**config.mk**
```make
export PLATFORM = sky130hd
export DESIGN_NAME = jk_univ_reg
export DESIGN_NICKNAME = d
export VERILOG_FILES = /design/src/rtl/jk_univ_reg.sv
export SDC_FILE = /design/constraint.sdc
export NUM_CORES = 1
export LEC_CHECK = 0
export ABC_AREA = 1
export CAP_MARGIN = 5
export CORE_ASPECT_RATIO = 1.5
export CORE_MARGIN = 3
export CORE_UTILIZATION = 45
export CTS_CLUSTER_SIZE = 10
export DETAILED_ROUTE_END_ITERATION = 10
export GPL_TIMING_DRIVEN = 0
export PLACE_DENSITY = 0.86
export SLEW_MARGIN = 20
export SYNTH_ARGS = -nofsm -noshare
export SYNTH_HDL_FRONTEND = slang
export SYNTH_SLANG_ARGS = --single-unit
```
**constraint.sdc**
```tcl
create_clock -name clk -period 3 [get_ports clk]
set_input_delay 0.9 -clock clk [delete_from_list [all_inputs] [get_ports clk]]
set_output_delay 0.9 -clock clk [all_outputs]
set_load 0.02 [all_outputs]
```
**src/rtl/jk_univ_reg.sv**
```systemverilog
// rtl/jk_univ_reg.sv - universal register: per-bit JK, load, shift left/right, up/down count
// Optional build macro: JK_UNIV_REG_SAT_EN (counter saturates instead of wrapping)
module jk_univ_reg #(
  parameter int unsigned            WIDTH     = 8,
  parameter logic [WIDTH-1:0]       RESET_VAL = '0
) (
  input  logic             clk,
  input  logic             reset_n,
  input  logic             en,
  input  logic             sclr,
  input  logic [2:0]       mode,
  input  logic [WIDTH-1:0] j,
  input  logic [WIDTH-1:0] k,
  input  logic [WIDTH-1:0] d,
  input  logic             sin,
  output logic [WIDTH-1:0] q,
  output logic [WIDTH-1:0] q_b,
  output logic             tc
);

  localparam logic [2:0] MODE_JK   = 3'b000;
  localparam logic [2:0] MODE_LOAD = 3'b001;
  localparam logic [2:0] MODE_SHL  = 3'b010;
  localparam logic [2:0] MODE_SHR  = 3'b011;
  localparam logic [2:0] MODE_UP   = 3'b100;
  localparam logic [2:0] MODE_DOWN = 3'b101;

  localparam logic [WIDTH-1:0] ONE = WIDTH'(1);

  logic [WIDTH-1:0] r_q;
  logic [WIDTH-1:0] w_next;
  logic [WIDTH-1:0] w_jk_next;
  logic             w_all_ones;
  logic             w_zero;

  assign w_all_ones = &r_q;
  assign w_zero     = ~|r_q;

  // JK per bit: set where j and q=0, keep where k=0 and q=1 (covers hold/clear/set/toggle)
  assign w_jk_next = (j & ~r_q) | (~k & r_q);

  // Next-state selection for an enabled, non-cleared cycle; reserved modes hold
  always_comb begin
    w_next = r_q;
    case (mode)
      MODE_JK:   w_next = w_jk_next;
      MODE_LOAD: w_next = d;
      MODE_SHL:  w_next = {r_q[WIDTH-2:0], sin};
      MODE_SHR:  w_next = {sin, r_q[WIDTH-1:1]};
`ifdef JK_UNIV_REG_SAT_EN
      MODE_UP:   w_next = w_all_ones ? r_q : r_q + ONE;
      MODE_DOWN: w_next = w_zero     ? r_q : r_q - ONE;
`else
      MODE_UP:   w_next = r_q + ONE;
      MODE_DOWN: w_next = r_q - ONE;
`endif
      default:   w_next = r_q;
    endcase
  end

  // State register: async reset, then sync clear, then enable-gated update
  always_ff @(posedge clk or negedge reset_n) begin
    if (!reset_n) begin
      r_q <= RESET_VAL;
    end else if (sclr) begin
      r_q <= RESET_VAL;
    end else if (en) begin
      r_q <= w_next;
    end
  end

  assign q   = r_q;
  assign q_b = ~r_q;
  // Terminal count looks only at mode and state, so it is valid even while en=0
  assign tc  = ((mode == MODE_UP) && w_all_ones) || ((mode == MODE_DOWN) && w_zero);

endmodule

```
== Word-level counts from Yosys, hierarchy flattened ==
Index checks and enable logic that the tools add are counted.
Storage, ports and cells
  register bits after elaboration: 8
  logic and storage cells: 26
Cells by class
  reductions and logical operators: 10
  bitwise operators: 5
  equality and inequality tests: 5
  $add $sub $neg: 2
  mux-type cells: 3
Operator list (count)
  $pmux W8 S6: 1
  $and A8 B8 Y8: 2
  $mux W8: 2
  $not A8 Y8: 2
  $add A8 B1 Y8 const B: 1
  $or A8 B8 Y8: 1
  $reduce_and A8 Y1: 1
  $reduce_or A8 Y1: 1
  $sub A8 B1 Y8 const B: 1
  $reduce_bool A7 Y1: 1
  $eq A3 B2 Y1 const B: 2
  $eq A3 B3 Y1 const B: 2
  $eq A3 B1 Y1 const B: 1
  $logic_not A3 Y1: 1
  $logic_and A1 B1 Y1: 2
  $reduce_and A2 Y1: 1
  $reduce_bool A2 Y1: 1
  $logic_not A1 Y1: 1
  $logic_or A1 B1 Y1: 1

== Longest topological paths before layout ==
Gate-level depths: netlist (run 1).
  depth after elaboration: 6
  depth in mapped cells: 17
  gate-level depth less buffers: 17

== Worst setup path before layout (run 1) ==
Ideal clock, no wire load.
  path kind: input -> output
  start point: input port mode[0]
  end point: output port tc
  stages on the path: 3
  slack: 0.485 ns
  required time: 2.100 ns
  data arrival time: 1.615 ns
  path through: buf_4 nor4_1 a32o_1
Between the ends
  longest elaborated chain between the ends: 3
RTL lines
  start: declaration: line 11  | input logic [2:0] mode,
  $eq A3 B3 Y1: line 75  | assign tc = ((mode == MODE_UP) && w_all_ones) || ((mode == MODE_DOWN) && w_zero);
  $logic_and A1 B1 Y1: line 75
  $logic_or A1 B1 Y1 *: line 75
  end: declaration: line 18  | output logic tc
Every way passes the cells marked *; elsewhere a longest branch is shown, timed or not.

== Worst setup path after layout (run 1) ==
  start point: input port mode[1]
  end point: output port tc
Same word-level chain as after synthesis.

==> flow_summary_export.csv, run 1 <==
group,metric,value,unit
hold_path,min_path_type,"reg -> reg",
clock_tree,root_buffer,"clkbuf_4",
route,initialDrtViolationCount,29,
synthesis,synth_edf_count,0,
sta,max_slew_margin,0.722,
floorplanning,initial_utilization,0.479,
sta,finalCritPeriodShare,0.991,
sta,clock_skew,0.00725,ns
sta,worst_pin_slew,0.416,ns
sta,rsz0062_at_grt,"false",
setup_path,critPathArrivalTime,2.07,ns
placement,port_buffers,46,
floorplanning,fp.dieH,66.1,um
sta,setup_viol,0,
finish,drive_gt1_frac,0.0957,
grt,grt_max_degree,11,
synthesis,synth-seq-area-share,0.185,
sta,slew_violations,0,
sta,hold_viol,0,
grt,grtUsageMet3,0.0136,
floorplanning,die-area,3040,um2
power,power,0.442,mW
sta,min_period,2.97,ns
finish,fillCellCount,202,
setup_path,r2r_start,"q[1]",
synthesis,syn_area_per_cell,6.01,um2
run_status,status,"finished clean",
finish,largest_reg_flops,8,
setup_path,cp_max_fo,4,
finish,num_antenna_cells,0,
synthesis,yosysMostFrequentCell,"nand2_1",
route,finalWirelength,3580,um
synthesis,synth_warnings,0,
synthesis,ys_ff_latch,8,
placement,hpwl,2920,um
grt,use_met1,0.303,
synthesis,async_reset_ff_frac,1.00,
grt,track_usage,0.255,
setup_path,crit_required,2.10,ns
synthesis,synth_area,1080,um2
synthesis,synth_area_leaders,"nand2_1, dfrtp_1, nand3_1",
synthesis,synth_commonest_cells,"nand2_1, inv_1, nand3_1",
grt,grt_pass1_wl,5950,um
setup_path,start_kind,"input port",
power,vdd_drop_max,0.269,mV
setup_path,r2r_slack,1.00,ns
clock_tree,cts_tree,"done",
placement,dpl_cell_area,1570,um2
clock_tree,cts_buffers,3,
grt,grt_pass1_vias,1423,
synthesis,synth_area_leader_cell,"nand2_1",
grt,grtUsageMet2,0.448,
finish,multi_input_area,767,um2
power,p_leak,0.735,nW
route,drtPass1Iterations,4,
grt,antenna_found_initial,0,
sta,whs,0.564,ns
floorplanning,ios,49,
setup_path,rr_worst_depth,16,
finish,seqCellArea,200,um2
floorplanning,num_rows,21,
finish,fin_nets,265,
route,wl_per_cell,14.1,um
setup_path,reg2reg_to,"q[6]",
setup_path,cp-end-kind,"output port",
synthesis,yosysUniqueCellTypes,29,
finish,area_delta_synth_final,48.7,%
placement,dp.cells,249,
route,viasPerCell,5.73,
grt,busiest_layer,"met2",
run,cap_violations,0,
power,p_per_area,274,nW/um2
sta,fmax,336,MHz
finish,final_util,0.712,
finish,final_area,1610,um2
synthesis,syn_inst,180,
route,final_antenna_net_count,0,
floorplanning,core,2260,um2
floorplanning,die_w,46.0,um
clock_tree,clkTransAtPathRegs,0.05,ns
clock_tree,cts.path.max_buffers,2,
synthesis,yosysTopAreaCellShare,0.205,
clock_tree,clock_latency,0.26,ns
synthesis,synth.net_count,213,
finish,stdcell_count,253,
route,drc,0,
setup_path,crit_path_start,"mode[1]",
grt,overflow,0,
setup_path,crit_path_end,"tc",
clock_tree,htreeDepth,1,
clock_tree,clock-sinks,8,
route,vias,1449,
synthesis,synth_flop_cell,"dfrtp_1",
placement,gp_congestion,0.876,
setup_path,crit_type,"in -> out",
## per-layer routing
metal | routed length, um | up-vias
met2 | 1900 | 56
met5 | 0 | -
met4 | 59 | 0
met1 | 1450 | 671
met3 | 165 | 8
li1 | - | 714
## timing repair
action / CTS / global route
buffers inserted: 0 / 1
resized for setup: 4 / 2
setup endpoints to repair: 1 / 1
hold buffers: 0 / 0
pin swaps: 0 / 0
## area by class of cell
class | instances | share of cell area
flip-flops and latches | 8 | 0.124
repair buffers | 47 | 0.291
clock buffers | 3 | 0.0140
plain buffers | 3 | 0.0187
multi-input cells | 145 | 0.477
inverters | 24 | 0.0575
well taps | 23 | 0.0179
## power by group
group / leakage (nW) / internal [mW] / switching, mW
clock: 0.0138 / 0.0459 / 0.0385
combinational: 0.613 / 0.104 / 0.124
sequential: 0.108 / 0.116 / 0.0131
## how the worst min path moves through the flow
stage	from	end	slack (ns)	depth (start not counted)
finish	q[4]	q[4]	0.56	2
global route	q[4]	q[4]	0.61	2
CTS	q[4]	q[4]	0.56	2
detailed placement	q[4]	q[4]	0.55	2
global placement	q[4]	q[4]	0.54	2
floorplan	reset_n	q[0]	0.60	0
## metrics by stage
step / setup WS [ns] / setup TNS, ns
floorplan: 0.485 / 0
global placement: -0.592 / -0.592
detailed placement: -0.591 / -0.601
CTS: 0.000918 / 0
global route: 0.0129 / 0
finish: 0.0262 / 0
## cells in the final DEF, fill, tap and decap left out, types with 2 or more instances in the layout
| cell | count |
|---|---|
| nand2_2 | 4 |
| a211oi_1 | 5 |
| a21oi_1 | 9 |
| nand3_1 | 14 |
| nor2_1 | 11 |
| clkdlybuf4s50_1 | 44 |
| o22ai_1 | 7 |
| nand4_1 | 4 |
| nor3_1 | 2 |
| dfrtp_1 | 8 |
| nand2_1 | 59 |
| o211ai_1 | 5 |
| inv_1 | 16 |
| o311ai_0 | 2 |
| buf_4 | 2 |
| clkinv_1 | 6 |
| buf_6 | 2 |
| o21ai_0 | 10 |
| nor2_2 | 2 |
| nor4_1 | 2 |
| clkbuf_4 | 3 |
## cell families (layout without fill, tap and decap cells)
group / count (synthesis) / after routing / synth area share
AO/OA/AOI/OAI: 40 / 40 / 0.234
adder cells (fa/ha/maj): 1 / 1 / 0.0116
buffers and inverters: 27 / 77 / 0.113
flip-flops: 8 / 8 / 0.185
AND/OR/NAND/NOR: 104 / 104 / 0.457
## worst max-delay path, cell delays in order
cell and delay, ns:
dlygate4sd2_1 0.32, inv_4 0.13, nand2_4 0.07, nor3_1 0.17
a32o_1 0.23, clkdlybuf4s15_2 0.27
(Power assumes the default switching activity.)
==> run 2: changes to the inputs <==
--- a/config.mk
+++ b/config.mk
@@ -6,6 +6,7 @@
 export NUM_CORES = 1
 export LEC_CHECK = 0
 export ABC_AREA = 1
+export ABC_CLOCK_PERIOD_IN_PS = 3000
 export CAP_MARGIN = 5
 export CORE_ASPECT_RATIO = 1.5
 export CORE_MARGIN = 3
==> results of run 2 <==
Final layout, timing and power as in run 1 (identical DEF).
==> run 3: changes to the inputs <==
--- a/config.mk
+++ b/config.mk
@@ -6,15 +6,16 @@
 export NUM_CORES = 1
 export LEC_CHECK = 0
 export ABC_AREA = 1
-export ABC_CLOCK_PERIOD_IN_PS = 3000
+export ABC_CLOCK_PERIOD_IN_PS = 3300
 export CAP_MARGIN = 5
 export CORE_ASPECT_RATIO = 1.5
 export CORE_MARGIN = 3
-export CORE_UTILIZATION = 45
+export CORE_UTILIZATION = 42
 export CTS_CLUSTER_SIZE = 10
 export DETAILED_ROUTE_END_ITERATION = 10
 export GPL_TIMING_DRIVEN = 0
-export PLACE_DENSITY = 0.86
+export HOLD_SLACK_MARGIN = 0.12
+export PLACE_DENSITY = 0.81
 export SLEW_MARGIN = 20
 export SYNTH_ARGS = -nofsm -noshare
 export SYNTH_HDL_FRONTEND = slang
==> constraint.sdc (replaced) <==
create_clock -name clk -period 3.3 [get_ports clk]
set_input_delay 0.99 -clock clk [delete_from_list [all_inputs] [get_ports clk]]
set_output_delay 0.99 -clock clk [all_outputs]
set_load 0.02 [all_outputs]
==> run 3 against run 2 <==
  * First-iteration DRC count down 34%
  * Non-clock buffer count down 1
  * Worst setup slack gained 0.20 ns
  * Register-to-register slack improved by 0.29 ns
  * Sequential power decreased by 9%
  * Global-route usage is 1.3 points lower
  * Critical endpoint unchanged
  * Largest power group unchanged
==> flow_summary_export.csv, run 3 (synthesis results as in run 1) <==
group,metric,value,unit
run_status,status,"finished clean",
power,vdd_drop_max,0.225,mV
finish,final_area,1590,um2
finish,most-common-layout-cells,"nand2_1, clkdlybuf4s50_1, inv_1",
route,drtPass1Iterations,4,
clock_tree,cts_tree,"done",
route,drc,0,
setup_path,max_stage_delay,0.32,ns
clock_tree,cts_buffers,3,
setup_path,cp-end-kind,"output port",
setup_path,crit_cells,6,
finish,largest_reg_flops,8,
setup_path,crit_chain,"dlygate4sd2_1 > inv_4 > nand3_4 > nor2_1 > a32o_1 > clkbuf_2",
floorplanning,die-area,3230,um2
clock_tree,root_buffer,"clkbuf_4",
grt,grtUsageMet3,0.0105,
hold_path,min_path_type,"reg -> reg",
grt,grt_pass1_vias,1379,
sta,rsz0062_at_grt,"false",
sta,finalCritPeriodShare,0.933,
setup_path,critPathSlowestCell,"dlygate4sd2_1",
hold_path,holdPathStages,2,
finish,fillCellCount,224,
route,initialDrtViolationCount,19,
finish,final_util,0.679,
grt,overflow,0,
placement,port_buffers,46,
clock_tree,cts_hold_buf,0,
setup_path,crit_type,"in -> out",
route,wl_per_cell,13.9,um
run,cap_violations,0,
floorplanning,fp.dieH,68.2,um
power,p_leak,0.730,nW
sta,clock_skew,0.00504,ns
grt,use_met1,0.305,
setup_path,rr_worst_depth,16,
clock_tree,clkTransAtPathRegs,0.05,ns
placement,gp_congestion,0.908,
grt,grt_max_degree,11,
clock_tree,clock-sinks,8,
setup_path,worst-path-buf-inv,3,
finish,fin_nets,264,
setup_path,cp_max_fo,10,
finish,layout_commonest_cell,"nand2_1",
grt,antenna_found_initial,0,
sta,slew_violations,0,
finish,area_delta_synth_final,46.7,%
floorplanning,ios,49,
sta,max_slew_margin,0.741,
clock_tree,htreeDepth,1,
setup_path,critPathArrivalTime,2.09,ns
route,vias,1387,
placement,dpl_cell_area,1570,um2
setup_path,cp_top_family,"buffers and inverters",
sta,fmax,325,MHz
sta,worst_pin_slew,0.387,ns
route,final_antenna_net_count,0,
floorplanning,num_rows,21,
grt,track_usage,0.243,
clock_tree,clock_latency,0.25,ns
setup_path,start_kind,"input port",
power,p_per_area,248,nW/um2
route,viasPerCell,5.50,
setup_path,crit_required,2.31,ns
floorplanning,core,2340,um2
sta,min_period,3.08,ns
route,finalWirelength,3500,um
grt,grt_pass1_wl,5780,um
placement,hpwl,2980,um
floorplanning,initial_utilization,0.463,
finish,num_antenna_cells,0,
clock_tree,cts.path.max_buffers,2,
finish,drive_gt1_frac,0.0873,
grt,busiest_layer,"met2",
floorplanning,die_w,47.4,um
sta,setup_viol,0,
sta,hold_viol,0,
grt,grtUsageMet2,0.419,
-- run 3: metrics by stage --
stage / total power [mW] / setup TNS [ns] / hold slack, ns / setup slack [ns] / instances
floorplan: 0.230 / 0 / 0.633 / 0.605 / 180
global route: 0.421 / 0 / 0.588 / 0.114 / 252
global placement: 0.319 / -0.478 / 0.544 / -0.478 / 249
finish: 0.394 / 0 / 0.561 / 0.222 / 252
detailed placement: 0.322 / -0.484 / 0.543 / -0.484 / 249
CTS: 0.397 / 0 / 0.562 / 0.0459 / 252
-- run 3: final cells by class --
class	count	area, um2	share of cell area
multi-input combinational	145	759	0.478
clock buffer	3	22.5	0.0142
tap	23	28.8	0.0181
buffer	3	30.0	0.0189
sequential	8	200	0.126
timing repair buffer	46	454	0.286
inverter	24	92.6	0.0583
-- run 3: power breakdown --
group | switching, mW | internal [mW]
combinational | 0.110 | 0.0935
sequential | 0.0114 | 0.105
clock | 0.0325 | 0.0416
-- run 3: worst register-to-register path, delay by kind of cell, from the launching register on --
kind | cells | cell delay (ns)
adder cells (fa/ha/maj) | 1 | 0.12
buffers and inverters | 4 | 0.41
flip-flops | 1 | 0.44
AND/OR/NAND/NOR | 11 | 0.90
-- run 3: timing repair --
| item | 4_1_cts | 5_1_grt |
|---|---|---|
| buffers inserted | 0 | 0 |
| endpoints found under the setup margin | 1 | 1 |
| resized for setup | 2 | 2 |
-- run 3: worst paths after layout --
kind | from | end | slack [ns]
setup / recovery | mode[1] | tc | 0.22
hold / removal | q[4] | q[4] | 0.56
setup reg to reg | q[1] | q[6] | 1.29
hold reg to reg | q[4] | q[4] | 0.56
max in group asynchronous | reset_n | q[4] | 2.01
min in group asynchronous | reset_n | q[3] | 1.02
-- run 3: layer usage --
layer,wire length [um],share of wire
met5,0,0
met4,55,0.016
met3,138,0.039
met2,1870,0.53
met1,1440,0.41
